$ cat config.mk
export PLATFORM = sky130hd
export DESIGN_NAME = fetch_unit
export DESIGN_NICKNAME = d
export VERILOG_FILES = /design/src/rtl/fetch_unit.sv
export SDC_FILE = /design/constraint.sdc
export NUM_CORES = 1
export LEC_CHECK = 0
export CAP_MARGIN = 40
export CORE_AREA = 10 10 113 115
export CTS_CLUSTER_DIAMETER = 120
export DETAILED_ROUTE_END_ITERATION = 7
export DIE_AREA = 0 0 123 125
export DONT_BUFFER_PORTS = 1
export PLACE_DENSITY = 0.57
export SLEW_MARGIN = 20
export SYNTH_ARGS = -nofsm -noshare
export SYNTH_HDL_FRONTEND = slang
export SYNTH_SLANG_ARGS = --single-unit
$ cat constraint.sdc
create_clock -name clock -period 3.2 [get_ports clock]
set_clock_uncertainty 0.1 [all_clocks]
set_input_delay 0.64 -clock clock [delete_from_list [all_inputs] [get_ports clock]]
set_output_delay 0.64 -clock clock [all_outputs]
set_load 0.005 [all_outputs]
$ cat src/rtl/fetch_unit.sv
// Instruction fetch stage: owns the PC, drives the instruction memory and
// latches returned words into the IR, with redirect, stall, halt and fault.
module fetch_unit #(
    parameter int                ADDR_W      = 20,
    parameter int                DATA_W      = 32,
    parameter logic [ADDR_W-1:0] RESET_PC    = '0,
    parameter int                MEM_SIZE    = 150,
    parameter logic [5:0]        HALT_OPCODE = 6'd11
) (
    input  logic              clock,
    input  logic              reset_n,
    output logic [ADDR_W-1:0] imem_address,
    input  logic [DATA_W-1:0] imem_instruction,
    input  logic              redirect_valid,
    input  logic [ADDR_W-1:0] redirect_target,
    input  logic              stall,
    input  logic              resume,
    output logic              ir_valid,
    output logic [DATA_W-1:0] ir_instruction,
    output logic [ADDR_W-1:0] ir_pc,
    output logic              halted,
    output logic              fault,
    output logic [31:0]       fetch_count
);

    typedef enum logic [1:0] {
        RUN   = 2'd0,
        HALT  = 2'd1,
        FAULT = 2'd2
    } state_t;

    localparam logic [ADDR_W-1:0] PC_LIMIT = ADDR_W'(MEM_SIZE);

    state_t            state;
    logic [ADDR_W-1:0] pc;
    logic              is_halt;

    assign imem_address = pc;
    assign is_halt      = imem_instruction[DATA_W-1 -: 6] == HALT_OPCODE;
    assign halted       = state == HALT;
    assign fault        = state == FAULT;

    always_ff @(posedge clock or negedge reset_n) begin
        if (!reset_n) begin
            state          <= RUN;
            pc             <= RESET_PC;
            ir_valid       <= 1'b0;
            ir_instruction <= '0;
            ir_pc          <= '0;
            fetch_count    <= '0;
        end else begin
            unique case (state)
                RUN: begin
                    // Redirect outranks the range check so a bad target
                    // is only reported once it has become the pc.
                    if (redirect_valid) begin
                        pc       <= redirect_target;
                        ir_valid <= 1'b0;
                    end else if (pc >= PC_LIMIT) begin
                        state    <= FAULT;
                        ir_valid <= 1'b0;
                    end else if (!stall) begin
                        ir_instruction <= imem_instruction;
                        ir_pc          <= pc;
                        ir_valid       <= 1'b1;
                        pc             <= pc + 1'b1;
                        if (fetch_count != '1)
                            fetch_count <= fetch_count + 32'd1;
                        if (is_halt)
                            state <= HALT;
                    end
                end
                HALT: begin
                    // The halt word is shown once, then the IR empties.
                    if (!stall)
                        ir_valid <= 1'b0;
                    if (resume)
                        state <= RUN;
                end
                FAULT: begin
                    ir_valid <= 1'b0;
                end
                default: begin
                    state    <= FAULT;
                    ir_valid <= 1'b0;
                end
            endcase
        end
    end

endmodule
==> results.toml <==
[status]
status = "finished, violations left"
violations = "negative hold slack"

[power]
intPower_w = 0.00190
ir_worst_vdd_mv = 0.214
p_leak_nw = 2.15
p_switching_w = 0.000634
p_seq_share_pct = 63.0
cellPowerDensity_mw_per_mm2 = 508
switching_share_pct = 25.0
pwr-share-comb_pct = 6.2
p_clk_share_pct = 30.8

[setup_path]
cp.buffers_inverters = 2
crit_arrival_ns = 2.70
r2r_end = "fetch_count[1]"
rr_worst_depth = 8
critPathTopFamily = "compound AO/OA/AOI/OAI gates"
end_kind = "flop"
crit_required_ns = 3.34
r2r-start = "imem_address[0]"
crit_chain = "inv_1 -> ha_1 -> o21ai_1 -> a2111oi_2 -> nor4_4 -> buf_12 -> nand2_1 -> mux2_2"
r2r_setup_slack_ns = 0.64
cpPeakStageDelay_ns = 0.66
cp-start-kind = "flop"
critPathMaxFanout = 37
cp-startpoint = "imem_address[0]"
slowest_stage = "a2111oi_2"
path_class = "reg -> reg"

[die]
core_mm2 = 0.0106
die_area_mm2 = 0.0154
die_w_um = 123
die_h_um = 125
start_util_pct = 43.9
ios = 164
num_rows = 38

[sta]
finalMaxSlewViolations = 0
period_needed_ns = 2.56
slew_headroom_pct = 52.5
tightest_slew_ns = 0.707
fmax_mhz = 391
finalSetupViolations = 0
finalHoldViolCount = 107
period_share_pct = 80.0
rsz0062_at_grt = "false"
fin_tns_setup_ns = 0
whs_ns = -0.140

[synth]
synth-warning-count = 0
synth.distinct_cells = 39
syn_avg_cell_area_um2 = 12.3
syn_area_mm2 = 0.00465
synth_flop_cell = "dfrtp_1"
synth_adder_area_share_pct = 0.807
synthMuxAreaShare_pct = 12.6
synthCells = 377
ys_seq_area_share_pct = 57.5
yosys.area_share.simple_pct = 16.2
synth-compound-area-share_pct = 4.68
synth_top_family_by_area = "simple AND/OR/NAND/NOR gates"
synth_edf_count = 0
synthXorXnorAreaFrac_pct = 5.83
async_flop_share_pct = 100
syn-num-nets = 437
synth-seq-cells = 107

[cts]
cts_tree = "yes"
post-cts-setup-buffers = 0
cts_max_level = 3
cts_buffer_depth = 2
cts_buffers = 9
insertion_delay_ns = 0.36
cts_resized = 0
clkSinkCount = 107
cts.clk_slew.worst_paths_ns = 0.10
clockRootBuffer = "clkbuf_8"

[min_path]
holdCritPathClass = "in -> async"

[layout]
nFillCells = 977
area_delta_synth_final_pct = 7.31
n_antenna_cell = 0
multi_input_area_mm2 = 0.00187
finalNetCount = 439
instances_no_fill = 523
seqCellArea_mm2 = 0.00268
final_util_pct = 47.1
final_layout_size_suffix_gt1_share_pct = 19.6

[routing]
ant_nets = 0
drtPass1Iterations = 4
drt_iter0_markers = 158
post-route-drc-count = 0
num_vias = 3008
vias_per_cell = 5.75
drt-total-wl_um = 11500
post_drt_wl_per_cell_um = 22.0

[global_routing]
grt_usage_pct = 15.1
grt_pass1_vias = 3179
globalRoute.totalOverflow = 0
grt_max_degree = 108
grt_pass1_wl_um = 18500
antenna_found_initial = 0

[placed_design]
gp_congestion = 0.759
dp_cells = 508
dpl.hpwl_um = 8290
portBuffers = 0

[flow_run]
maxCapViolCount = 0
==> cell usage after synthesis (2+ instances only) <==
cell type / count / area [um2]
a211oi_1: 4 / 30.0
a21oi_1: 6 / 30.0
a311oi_1: 4 / 35.0
and2_1: 2 / 12.5
and3_1: 12 / 75.1
and4_1: 4 / 35.0
buf_2: 6 / 30.0
buf_6: 2 / 22.5
clkbuf_1: 6 / 22.5
dfrtp_1: 107 / 2680
ha_1: 3 / 37.5
inv_1: 8 / 30.0
mux2_2: 52 / 586
nand2_1: 15 / 56.3
nand3_1: 21 / 105
nand4_1: 22 / 138
nor2_1: 9 / 33.8
nor2b_1: 14 / 87.6
nor3_1: 4 / 20.0
nor4_1: 11 / 68.8
nor4b_1: 3 / 26.3
o21ai_0: 7 / 35.0
o22ai_1: 3 / 18.8
or2_2: 2 / 12.5
or3_1: 6 / 37.5
xnor2_1: 31 / 272
==> cells by family (layout without fill, tap and decap cells) <==
family                   Yosys count  count (layout)
AO/OA/AOI/OAI                     32              32
multiplexers                      52              52
XOR/XNOR                          31              31
AND/OR/NAND/NOR                  129             129
flip-flops                       107             107
adder cells (fa/ha/maj)            3               3
buffers and inverters             23              29
==> through the flow <==
| step | power, W | instance area [um2] | setup WS [ns] |
|---|---|---|---|
| after floorplan | 0.00171 | 4650 | 1.03 |
| after global placement | 0.00178 | 4820 | 0.671 |
| after detailed placement | 0.00179 | 4820 | 0.651 |
| after CTS | 0.00259 | 4990 | 0.606 |
| after global routing | 0.00267 | 4990 | 0.393 |
| final | 0.00254 | 4990 | 0.642 |
==> worst max path at each step <==
stage	endpoint	slack [ns]	depth (start not counted)
CTS	fetch_count[1]	0.61	8
detailed placement	fetch_count[1]	0.65	8
global placement	fetch_count[1]	0.67	7
floorplan	ir_instruction[0]	1.03	6
global route	fetch_count[1]	0.39	8
finish	fetch_count[1]	0.64	8
==> sequential cells by signal, summed over array words and instances, names as in the netlist <==
signal,flops
state,2
ir_pc,20
fetch_count,32
imem_address,20
ir_valid,1
ir_instruction,32
==> cell type report <==
type	instances	share of cell area (%)
clock buffer	12	2.71
clock inverter	3	0.802
inverter	8	0.601
multi-input combinational	247	37.4
sequential	107	53.6
tap	140	3.51
timing repair buffer	6	1.40
==> layout by cell type, fill, tap and decap left out, types with 3 or more instances in the layout <==
cell,instances
mux2_2,52
a311oi_1,4
xnor2_1,31
nor3_1,4
a211oi_1,4
nand2_1,15
and4_1,4
buf_4,4
o21ai_0,7
ha_1,3
or3_1,6
nand3_1,21
inv_1,8
dfrtp_1,107
nor2b_1,14
nor2_1,9
o22ai_1,3
clkbuf_1,3
nand4_1,22
a21oi_1,6
clkbuf_8,9
and3_1,12
nor4_1,11
nor4b_1,3
==> per-layer routing <==
metal | track usage [%] | routed length, um | vias up
met5 | 0 | 0 | -
met4 | 5.76 | 201 | 0
met3 | 7.56 | 1510 | 15
met2 | 22.7 | 5360 | 133
met1 | 18.2 | 4440 | 1488
li1 | - | - | 1372
==> power by group through the flow <==
stage | registers (W) | clock network, W | logic (W)
finish | 0.00160 | 0.000782 | 0.000158
CTS | 0.00161 | 0.000822 | 0.000160
global route | 0.00162 | 0.000873 | 0.000179
detailed placement | 0.00163 | 0 | 0.000158
floorplan | 0.00157 | 0 | 0.000141
global placement | 0.00163 | 0 | 0.000153
No activity file was read; power rests on OpenSTA's default activity.
